===== src/rtl/vram_line_writer.sv =====
// Packs a WORD_W-bit pixel stream into LINE_W-bit lines and writes each line to VRAM port A.
// Define VRAM_CLEAR_EN to add the clear_req port and the full-frame CLEAR sequence.
module vram_line_writer #(
    parameter int unsigned LINE_W    = 640,
    parameter int unsigned WORD_W    = 32,
    parameter int unsigned ADDR_W    = 9,
    parameter int unsigned NUM_LINES = 480
) (
    input  logic              clk,
    input  logic              clr_n,
    input  logic              s_valid,
    output logic              s_ready,
    input  logic [WORD_W-1:0] s_data,
    input  logic              s_sof,
`ifdef VRAM_CLEAR_EN
    input  logic              clear_req,
`endif
    output logic              vram_we,
    output logic [ADDR_W-1:0] vram_addr,
    output logic [LINE_W-1:0] vram_din,
    output logic              line_done,
    output logic              frame_done
);
    localparam int unsigned WPL   = LINE_W / WORD_W;
    localparam int unsigned CNT_W = (WPL > 1) ? $clog2(WPL) : 1;
    localparam logic [CNT_W-1:0]  LAST_WORD = CNT_W'(WPL - 1);
    localparam logic [ADDR_W-1:0] LAST_LINE = ADDR_W'(NUM_LINES - 1);

`ifdef VRAM_CLEAR_EN
    typedef enum logic [1:0] {FILL, COMMIT, CLEAR} state_e;
`else
    typedef enum logic {FILL, COMMIT} state_e;
`endif

    state_e            state_q, state_d;
    logic [CNT_W-1:0]  word_cnt_q, word_cnt_d;
    logic [ADDR_W-1:0] line_cnt_q, line_cnt_d;
    logic [LINE_W-1:0] line_buf_q, line_buf_d;
    logic              we_q, we_d;
    logic [ADDR_W-1:0] addr_q, addr_d;
    logic [LINE_W-1:0] din_q, din_d;
    logic              ld_q, ld_d;
    logic              fd_q, fd_d;
    logic              accept_c;
`ifdef VRAM_CLEAR_EN
    logic              clear_go_c;
`endif

    // Ready only in FILL; a pending clear at a line boundary steals the cycle
    always_comb begin
`ifdef VRAM_CLEAR_EN
        clear_go_c = (state_q == FILL) && (word_cnt_q == '0) && clear_req;
        s_ready    = clr_n && (state_q == FILL) && !clear_go_c;
`else
        s_ready    = clr_n && (state_q == FILL);
`endif
        accept_c   = s_valid && s_ready;
    end

    // Next-state and registered-output logic; outputs are loaded one edge early
    always_comb begin
        state_d    = state_q;
        word_cnt_d = word_cnt_q;
        line_cnt_d = line_cnt_q;
        line_buf_d = line_buf_q;
        we_d       = 1'b0;
        addr_d     = addr_q;
        din_d      = din_q;
        ld_d       = 1'b0;
        fd_d       = 1'b0;
        unique case (state_q)
            FILL: begin
`ifdef VRAM_CLEAR_EN
                if (clear_go_c) begin
                    state_d = CLEAR;
                    we_d    = 1'b1;
                    addr_d  = '0;
                    din_d   = '0;
                    fd_d    = (LAST_LINE == '0);
                end else
`endif
                if (accept_c) begin
                    if (s_sof) begin
                        // New frame: this word restarts line 0, partial line dropped
                        line_cnt_d             = '0;
                        line_buf_d[WORD_W-1:0] = s_data;
                        word_cnt_d             = CNT_W'(1);
                    end else begin
                        line_buf_d[word_cnt_q*WORD_W +: WORD_W] = s_data;
                        if (word_cnt_q == LAST_WORD) begin
                            word_cnt_d = '0;
                            state_d    = COMMIT;
                            we_d       = 1'b1;
                            addr_d     = line_cnt_q;
                            din_d      = line_buf_d;
                            ld_d       = 1'b1;
                            fd_d       = (line_cnt_q == LAST_LINE);
                        end else begin
                            word_cnt_d = word_cnt_q + CNT_W'(1);
                        end
                    end
                end
            end
            COMMIT: begin
                state_d    = FILL;
                line_cnt_d = (line_cnt_q == LAST_LINE) ? '0 : line_cnt_q + ADDR_W'(1);
            end
`ifdef VRAM_CLEAR_EN
            CLEAR: begin
                if (addr_q == LAST_LINE) begin
                    state_d    = FILL;
                    line_cnt_d = '0;
                end else begin
                    we_d   = 1'b1;
                    addr_d = addr_q + ADDR_W'(1);
                    fd_d   = ((addr_q + ADDR_W'(1)) == LAST_LINE);
                end
            end
`endif
            default: state_d = FILL;
        endcase
    end

    always_ff @(posedge clk or negedge clr_n) begin
        if (!clr_n) begin
            state_q    <= FILL;
            word_cnt_q <= '0;
            line_cnt_q <= '0;
            line_buf_q <= '0;
            we_q       <= 1'b0;
            addr_q     <= '0;
            din_q      <= '0;
            ld_q       <= 1'b0;
            fd_q       <= 1'b0;
        end else begin
            state_q    <= state_d;
            word_cnt_q <= word_cnt_d;
            line_cnt_q <= line_cnt_d;
            line_buf_q <= line_buf_d;
            we_q       <= we_d;
            addr_q     <= addr_d;
            din_q      <= din_d;
            ld_q       <= ld_d;
            fd_q       <= fd_d;
        end
    end

    assign vram_we    = we_q;
    assign vram_addr  = addr_q;
    assign vram_din   = din_q;
    assign line_done  = ld_q;
    assign frame_done = fd_q;

endmodule


===== config.mk =====
export PLATFORM = sky130hd
export DESIGN_NAME = vram_line_writer
export DESIGN_NICKNAME = d
export VERILOG_FILES = /design/src/rtl/vram_line_writer.sv
export SDC_FILE = /design/constraint.sdc
export NUM_CORES = 2
export LEC_CHECK = 0
export ABC_CLOCK_PERIOD_IN_PS = 5500
export BUFFER_PORTS_ARGS = -buffer_cell sky130_fd_sc_hd__buf_2
export CORE_MARGIN = 4
export CORE_UTILIZATION = 40
export CTS_BUF_LIST = sky130_fd_sc_hd__clkbuf_8 sky130_fd_sc_hd__clkbuf_16
export DETAILED_ROUTE_END_ITERATION = 7
export SLEW_MARGIN = 20
export SYNTH_ARGS = -nofsm -noshare
export SYNTH_HDL_FRONTEND = slang
export SYNTH_SLANG_ARGS = --single-unit

===== constraint.sdc =====
create_clock -name clk -period 5.5 [get_ports clk]
set_input_delay 1.1 -clock clk [delete_from_list [all_inputs] [get_ports clk]]
set_output_delay 1.1 -clock clk [all_outputs]
set_load 0.01 [all_outputs]

==> impl_metrics.json <==
{
  "status": "finished clean",
  "cp-end-kind": "flop",
  "drt_wl_total_mm": 184,
  "ant_nets": 0,
  "post-route-period-util_pct": 75.7,
  "grt_first_pass_wirelength_mm": 272,
  "synth.avg_cell_area_um2": 10.8,
  "cts_buffers": 141,
  "ctsLongestPathBuffers": 3,
  "regArea_mm2": 0.0327,
  "fin_skew_ns": 0.0481,
  "worstMarginPinSlew_ns": 1.35,
  "fill_cells": 12124,
  "synth_fp_nets": 4963,
  "cts_tree": "yes",
  "synth_top_area_share_pct": 61.2,
  "hold_violations": 0,
  "drt_iter0_drc": 3531,
  "fp-row-count": 133,
  "synth-async-reset-ratio_pct": 100,
  "final_layout_size_suffix_gt1_share_pct": 24.7,
  "yosys_warnings": 0,
  "final.min_clock_period_ns": 4.16,
  "cp_max_fo": 32,
  "leakage_nw": 34.4,
  "drc": 0,
  "ir_drop_v": 0.000274,
  "place.gp.congestion": 0.805,
  "antenna_found_initial": 19,
  "fin_nets": 5491,
  "ys_top_cells_by_area": "dfrtp_1, nand2_1, mux2_2",
  "top_layer": "met5",
  "maxSlewHeadroom_pct": 9.97,
  "crit_family": "simple AND/OR/NAND/NOR gates",
  "crit_required_ns": 6.14,
  "worst-endpoint-arrival_ns": 4.80,
  "start_kind": "flop",
  "coreArea_mm2": 0.132,
  "synthCells": 4923,
  "synth_edf_count": 0,
  "synth-compound-area-share_pct": 11.6,
  "cts_resized": 0,
  "synth_top_family_by_area": "simple AND/OR/NAND/NOR gates",
  "synthFlopType": "dfrtp_1",
  "hp-class": "in2async",
  "cts_hold_buf": 0,
  "cp_slowest_stage_delay_ns": 0.84,
  "grt_use_total_pct": 26.0,
  "synth_top_area_cell": "dfrtp_1",
  "multi_input_area_mm2": 0.0194,
  "rsz0062_at_grt": "no",
  "start_util_pct": 40.4,
  "grt_pass1_vias": 39114,
  "wire_per_inst_um": 25.2,
  "portBuffers": 688,
  "hold_ws_ns": 0.197,
  "synth_simple_gate_area_share_pct": 13.7,
  "setup-violations-final": 0,
  "crit_type": "reg2reg",
  "yosys.area_share.adder_pct": 0.0938,
  "power_density_mw_per_mm2": 352,
  "dieArea_mm2": 0.139,
  "cap_violations": 0,
  "dr.pass1.iters": 5,
  "tns_ns": 0,
  "vias_per_cell": 5.42,
  "yosysSeqAreaShare_pct": 61.2,
  "grt_max_degree": 224,
  "cts.sinks": 1305,
  "crit_path_cell_trace": "inv_1, ha_2, nor3b_1, ha_1, or2_2, nor3_1, nand2_2, mux2_2",
  "wl_met3_mm": 13.2,
  "muxShareOfSynthArea_pct": 10.4,
  "wl_met1_mm": 78.6,
  "h-tree-depth": 4,
  "clkLatencyLatePin_ns": 0.80,
  "grt_overflow": 0,
  "pin_count": 689,
  "routed-via-count": 39736,
  "die_y_um": 373,
  "syn_to_final_growth_pct": 18.9,
  "ys_ff_latch": 1305,
  "die_x_um": 373,
  "slew_viol_final": 0,
  "wl_met2_mm": 85.2,
  "dp_hpwl_mm": 120,
  "cts_setup_buffers": 0,
  "synth_xor_area_share_pct": 0.0657,
  "slowest_stage": "nand2_2",
  "syn_area_mm2": 0.0534,
  "yosysUniqueCellTypes": 54,
  "fmax_ghz": 0.240,
  "cts-root-buf": "clkbuf_16",
  "clkTransAtPathRegs_ns": 0.06,
  "critPathBufInv": 1,
  "p_total_mw": 22.4
}
-- kinds of logic (layout without fill, tap and decap cells) --
group | after synthesis | after routing
adder cells (fa/ha/maj) | 4 | 4
AO/OA/AOI/OAI | 968 | 968
buffers and inverters | 392 | 1032
flip-flops | 1305 | 1305
AND/OR/NAND/NOR | 1750 | 1750
multiplexers | 500 | 500
other | 0 | 9
XOR/XNOR | 4 | 4
-- registers in the layout, indices dropped and copies added (netlist names) --
name / cells
frame_done: 1
line_buf_q: 640
line_cnt_q: 9
line_done: 1
vram_addr: 9
vram_din: 640
word_cnt_q: 5
-- cells in the mapped netlist (all sizes together) (71+ instances only) --
| master | instances |
|---|---|
| nor2 | 173 |
| clkbuf | 325 |
| nand2 | 1243 |
| o21ai | 519 |
| and3 | 71 |
| a22o | 90 |
| a31oi | 74 |
| mux2 | 353 |
| a221o | 71 |
| mux2i | 147 |
| dfrtp | 1305 |
| and2 | 135 |
| a21o | 89 |
-- per-layer routing --
metal | up-vias | global-route usage, %
met5 | - | 0
met4 | 6 | 10.3
met3 | 292 | 5.85
met2 | 1308 | 40.5
met1 | 20209 | 35.3
li1 | 17921 | -
-- worst paths after layout --
check	start	end	slack, ns	cells past startpoint
worst max-delay path	word_cnt_q[1]$_DFFE_PN0P_	line_buf_q[563]$_DFFE_PN0P_	1.34	8
worst min-delay path	clr_n	vram_din[297]$_DFFE_PN0P_	0.20	1
worst max register to register	word_cnt_q[1]$_DFFE_PN0P_	line_buf_q[563]$_DFFE_PN0P_	1.34	8
worst min register to register	line_buf_q[3]$_DFFE_PN0P_	vram_din[3]$_DFFE_PN0P_	0.44	2
max in group asynchronous	clr_n	line_buf_q[536]$_DFFE_PN0P_	2.34	4
min in group clk	line_buf_q[3]$_DFFE_PN0P_	vram_din[3]$_DFFE_PN0P_	0.44	2
-- final cells by class --
cell class,instances,area share [%]
Sequential cell,1305,51.5
Multi-Input combinational cell,3226,30.5
Timing Repair Buffer,769,6.71
Clock buffer,174,6.29
Tap cell,1755,3.46
Clock inverter,81,1.44
Inverter,8,0.0591
Antenna cell,9,0.0355
-- per-stage QoR --
stage | cell area, µm² | utilization, % | std cells | worst slack [ns]
floorplan | 53400 | - | 4923 | 2.16
global placement | 58400 | 44.3 | 7059 | 0.975
detailed placement | 58500 | 44.3 | 7062 | 0.938
CTS | 63400 | 48.0 | 7317 | 1.27
global route | 63500 | 48.1 | 7322 | 1.04
finish | 63500 | 48.1 | 7327 | 1.34
-- power breakdown --
| part | total (mW) | internal [mW] | switching [mW] | leakage [nW] |
|---|---|---|---|---|
| Clock | 9.86 | 5.68 | 4.17 | 2.54 |
| Combinational | 2.18 | 0.635 | 1.54 | 13.8 |
| Sequential | 10.3 | 10.1 | 0.267 | 18.1 |
-- cells in the final DEF (no fill, tap or decap), types with 8 or more instances in the layout --
master	synthesis	routed
a221o_1	71	71
and2_1	89	90
clkinv_2	0	13
or3_1	10	8
diode_2	0	9
nand4_1	19	19
nor3_1	40	37
o21ai_0	517	517
and3_1	71	71
a22oi_1	64	64
and2_0	46	44
a21o_1	89	89
a31oi_1	74	73
clkbuf_8	0	32
inv_1	7	48
dfrtp_1	1305	1304
a22o_1	90	90
bufinv_16	0	10
nand3_1	36	35
nor2_1	173	166
mux2_4	30	30
clkbuf_16	0	142
clkinv_16	0	10
a21oi_1	14	8
buf_12	0	13
nand2_1	1242	1238
buf_2	26	687
nand2b_1	8	8
mux2i_1	147	147
a211o_1	32	32
buf_4	1	66
mux2_2	323	323
Note: power is estimated with default switching activity, not from simulation.
